--- src/rtl/jk_driver_if.sv ---
// jk_driver_if: J/K drive and Q/Qbar return between the driver and the flop under test
interface jk_driver_if;
  logic j, k, q, qbar;
  modport master (output j, k, input q, qbar);
  modport slave (input j, k, output q, qbar);
endinterface

--- src/rtl/jk_driver.sv ---
// jk_driver: self-checking JK code sequencer with reference model and saturating error count
module jk_driver #(
  parameter int STEP_CYCLES = 4,
  parameter int N_REPEAT = 2,
  parameter int ERR_W = 8
) (
  input  logic clk,
  input  logic clrn,
  input  logic start,
  jk_driver_if.master jk,
  output logic busy,
  output logic done,
  output logic [ERR_W-1:0] err_cnt
);
  localparam int SW = STEP_CYCLES > 1 ? $clog2(STEP_CYCLES) : 1;
  localparam int PW = N_REPEAT > 1 ? $clog2(N_REPEAT) : 1;
  typedef enum logic [1:0] {IDLE, RUN, DONE} state_t;
  state_t state, state_n;
  logic [SW-1:0] step, step_n;
  logic [1:0] code, code_n;
  logic [PW-1:0] pass, pass_n;
  logic j, k, exp_q, last_step, wrap, miss;
  assign jk.j = j;
  assign jk.k = k;
  assign last_step = step == SW'(STEP_CYCLES - 1);
  assign wrap = last_step && code == 2'd3;
  // DONE is checked too: it observes the effect of the final code
  assign miss = state != IDLE && (jk.q != exp_q || jk.qbar == jk.q);
  always_comb begin
    state_n = state;
    step_n = '0;
    code_n = '0;
    pass_n = '0;
    if (state == IDLE) state_n = start ? RUN : IDLE;
    else if (state == DONE) state_n = IDLE;
    else begin
      step_n = last_step ? '0 : step + 1'b1;
      code_n = last_step ? code + 1'b1 : code;
      pass_n = wrap ? pass + 1'b1 : pass;
      if (wrap && pass == PW'(N_REPEAT - 1)) begin
        state_n = DONE;
        pass_n = '0;
      end
    end
  end
  always_ff @(posedge clk or negedge clrn)
    if (!clrn) begin
      state <= IDLE;
      step <= '0;
      code <= '0;
      pass <= '0;
      j <= 1'b0;
      k <= 1'b0;
      busy <= 1'b0;
      done <= 1'b0;
      exp_q <= 1'b0;
      err_cnt <= '0;
    end else begin
      state <= state_n;
      step <= step_n;
      code <= code_n;
      pass <= pass_n;
      j <= state_n == RUN && code_n[0];
      k <= state_n == RUN && code_n[1];
      busy <= state_n == RUN;
      done <= state_n == DONE;
      exp_q <= j && k ? ~exp_q : j | (~k & exp_q);
      err_cnt <= state == IDLE && start ? '0 : miss && err_cnt != '1 ? err_cnt + 1'b1 : err_cnt;
    end
endmodule

--- src/flat_wrapper.sv ---
// flat-port wrapper written by rule: the top's interface ports become plain ports
module jk_driver_flat 
#(
  parameter int STEP_CYCLES = 4,
  parameter int N_REPEAT = 2,
  parameter int ERR_W = 8
)
  (clk, clrn, start, busy, done, err_cnt, jk_j, jk_k, jk_q, jk_qbar);
  jk_driver_if jk_i ();
  input  logic clk;
  input  logic clrn;
  input  logic start;
  output logic busy;
  output logic done;
  output logic [ERR_W-1:0] err_cnt;
  output wire logic [$bits(jk_i.j)-1:0] jk_j;
  output wire logic [$bits(jk_i.k)-1:0] jk_k;
  input wire logic [$bits(jk_i.q)-1:0] jk_q;
  input wire logic [$bits(jk_i.qbar)-1:0] jk_qbar;
  assign jk_j = jk_i.j;
  assign jk_k = jk_i.k;
  assign jk_i.q = jk_q;
  assign jk_i.qbar = jk_qbar;
  jk_driver #(.STEP_CYCLES(STEP_CYCLES), .N_REPEAT(N_REPEAT), .ERR_W(ERR_W)) u_core (.clk(clk), .clrn(clrn), .start(start), .jk(jk_i), .busy(busy), .done(done), .err_cnt(err_cnt));
endmodule
--- config.mk ---
export PLATFORM = sky130hd
export DESIGN_NAME = jk_driver_flat
export DESIGN_NICKNAME = d
export VERILOG_FILES = /design/src/rtl/jk_driver_if.sv /design/src/rtl/jk_driver.sv /design/src/flat_wrapper.sv
export SDC_FILE = /design/constraint.sdc
export NUM_CORES = 1
export LEC_CHECK = 0
export ABC_AREA = 1
export BUFFER_PORTS_ARGS = -buffer_cell sky130_fd_sc_hd__buf_2
export CORE_AREA = 2 2 47 49
export DETAILED_ROUTE_END_ITERATION = 8
export DIE_AREA = 0 0 49 51
export PLACE_DENSITY = 0.72
export SLEW_MARGIN = 10
export SYNTH_ARGS = -nofsm -noshare
export SYNTH_HDL_FRONTEND = slang
export SYNTH_SLANG_ARGS = --single-unit
--- constraint.sdc ---
create_clock -name clk -period 1.4 [get_ports clk]
set_input_delay 0.07 -clock clk [delete_from_list [all_inputs] [get_ports clk]]
set_output_delay 0.07 -clock clk [all_outputs]
set_load 0.02 [all_outputs]
==> impl_results.md <==
- Initial antenna violation count: 0
- Worst setup path end: u_core.err_cnt[2]
- Critical-path top delay cell: dfrtp_1
- Fin util: 58.7%
- Ant diodes: 0
- Layout cells sized above 1: 26.3%
- Yosys top cell area share: 48.0%
- Core box area: 0.00206 sq mm
- Post-Syn Area per Cell: 7.97 sq um
- Cell variety after synth: 19
- Critical R2R Launch: u_core.err_cnt[1]
- Worst VDD drop: 1.20 mV
- Final GP Congestion: 0.891
- Die height: 51 microns
- Final min period: 1.30 ns
- Worst hold path type: primary input to register
- CTS sink cnt: 20
- Total die area: 0.00250 sq mm
- Total CTS buffers: 3
- Crit path launch: u_core.err_cnt[1]
- Buf/Inv on CP: 1
- Postcts setup bufs: 0
- Area leader, netlist: dfrtp_1
- Run status: finished clean
- Clock latency at the later pin of the worst-skew pair: 0.29 ns
- Register clock-pin slew on the reported worst setup and hold paths: 0.10 ns
- Worst hold start: start
- Setup-failing EPs final: 0
- Die width: 49 microns
- Initial core utilization: 50.6%
- Post-route clock period utilization: 93.0%
- Largest net degree at the start of global routing: 21
- Syn Inst Count: 131
- Pre-CTS setup slack: 0.0642 ns
- Vias in the first global route: 885
- PD cells: 1880 mW/mm^2
- Global-route wire length before repair: 3620 microns
- Delay-heaviest family, CP: simple AND/OR/NAND/NOR gates
- R2r worst-path depth: 8
- Htree depth: 1
- Max-cap violations: 0
- Final WS setup: 0.0974 ns
- Filler cell count: 202
- Root Driver: clkbuf_4
- Setup crit end kind: register
- Drt total wl: 2140 microns
- Setup slack, reg-to-reg: 0.1 ns
- Setup Skew: 0.00495 ns
- First-pass detailed-route iteration total: 4
- Crit. path cell count: 8
- Flops & latches, synth: 20
- Leakage: 0.675 nW
- Overflow after GRT: 0
- Yosys warns: 0
- WHS: 0.212 ns
- Final net count: 162
- Post-Syn Area: 0.00104 sq mm
- DR vias: 928
- I/O Buffers: 16
- Reg-to-reg endpoint: u_core.err_cnt[2]
- TNS Setup: 0 ns
- Fin. Hold Viols: 0
- RSZ-0062 raised after global routing: false
- Setup CP Type: register to register
- Tightest Pin Transition: 0.439 ns
- Startpoint class of the critical path: register
- Top cells by area, synth: dfrtp_1, nand2_1, nor2_1, nand3_1, inv_1
- Detailed router's first-iteration violation count: 10
- Sequential area share after synthesis: 48.0%
- Final ANT Viol Nets: 0
- CP cell instances: ha_2, nand2_2, inv_1, nand2_2, nor2_4, nor2_4, nand2_1, nand2_1
- DRC Markers: 0
- GRT Resource Usage Total: 19.2%
- Critical Path Fanout Max: 6
- Arrival @ worst endpoint: 1.53 ns
- Area delta synth->final: 16.1%
- Final max-slew violation count: 0
- Fmax: 0.768 GHz
- Slew Limit Headroom: 70.7%
- Register Area: 500 sq um
- CP peak stage delay: 0.43 ns
- Syn_nets: 139
- WL per Instance: 11.9 microns
- Critical path required time: 1.63 ns
- Vias per cell: 5.16
- Hpwl dp: 1660 microns
- Top Ports: 17
- Worst-case clock buffer depth: 2
- CTS tree: done
- Multi-input logic area: 488 sq um
- Num rows: 17
[sequential cells by signal, indices dropped and copies added, names as in the netlist]
register        count
u_core.exp_q        1
u_core.busy         1
u_core.done         1
u_core.jk.k         1
u_core.err_cnt      8
u_core.jk.j         1
u_core.code         2
u_core.state        2
u_core.step         2
u_core.pass         1
[where the power goes]
| group | total (W) | leakage, nW | switching (W) | internal (W) |
|---|---|---|---|---|
| clock | 0.000255 | 0.0138 | 0.000155 | 0.0000998 |
| sequential | 0.000964 | 0.248 | 0.000182 | 0.000782 |
| combinational | 0.00106 | 0.413 | 0.000666 | 0.000397 |
[cell usage in the layout, fill, tap and decap left out, types with 3 or more instances in the layout]
| master | netlist | final |
|---|---|---|
| dfrtp_1 | 20 | 20 |
| nand2_1 | 33 | 33 |
| nand3_1 | 14 | 14 |
| clkbuf_4 | 0 | 3 |
| a21oi_1 | 3 | 3 |
| inv_1 | 13 | 13 |
| nand2_2 | 7 | 7 |
| buf_2 | 0 | 16 |
| nor2_1 | 20 | 20 |
[cell families after synthesis]
kind of cell | count (synthesis) | synth area share (%)
and+or+nand+nor | 85 | 38.8
DFF | 20 | 48.0
buffers and inverters | 17 | 6.48
AOI/OAI and AO/OA | 6 | 3.12
adders and majority gates | 3 | 3.60
[worst min-delay path, cell delays in order]
cell and delay [ns]:
buf_2 0.08, nand2_2 0.16, nand2_2 0.15
[worst min path at each step]
stage | cells past startpoint | end | slack (ns)
6_report | 3 | u_core.state[0] | 0.21
5_1_grt | 3 | u_core.state[0] | 0.21
4_1_cts | 3 | u_core.state[0] | 0.20
3_5_place_dp | 1 | u_core.err_cnt[7] | 0.05
3_3_place_gp | 1 | u_core.err_cnt[6] | 0.04
2_1_floorplan | 0 | u_core.busy | -0.23
[repair_timing]
| item | CTS | global route |
|---|---|---|
| endpoints found under the setup margin | 0 | 9 |
| gates resized for setup | 0 | 3 |
| hold buffers | 1 | 0 |
| endpoints found under the hold margin | 20 | 0 |
[layer usage]
layer | up-vias | global-route usage (%) | wire (microns) | share of wire (%)
li1 | 455 | - | - | -
met1 | 448 | 22.4 | 880 | 41
met2 | 19 | 34.9 | 1140 | 53
met3 | 6 | 2.05 | 65 | 3.0
met4 | 0 | 10.0 | 50 | 2.3
met5 | - | 0 | 0 | 0
[Yosys cell counts (all sizes together)]
cell type	count
o21bai	1
a21oi	3
inv	15
clkinv	1
dfrtp	20
nor3	2
nor2	24
nand2	40
ha	3
buf	1
nand4	2
o21ai	2
nand3	17
[layout make-up]
class / count / area share [%]
Sequential cell: 20 / 41.3
Multi-Input combinational cell: 94 / 40.3
Timing Repair Buffer: 19 / 8.68
Inverter: 16 / 4.96
Tap cell: 28 / 2.89
Clock buffer: 3 / 1.86
[stage by stage]
step / power [W] / std cells / area (sq um)
after global placement: 0.00196 / 176 / 1170
after detailed placement: 0.00202 / 176 / 1170
after global routing: 0.00250 / 180 / 1210
after floorplan: 0.00168 / 131 / 1040
final: 0.00228 / 180 / 1210
after CTS: 0.00228 / 180 / 1200
No activity file was read; power rests on OpenSTA's default activity.
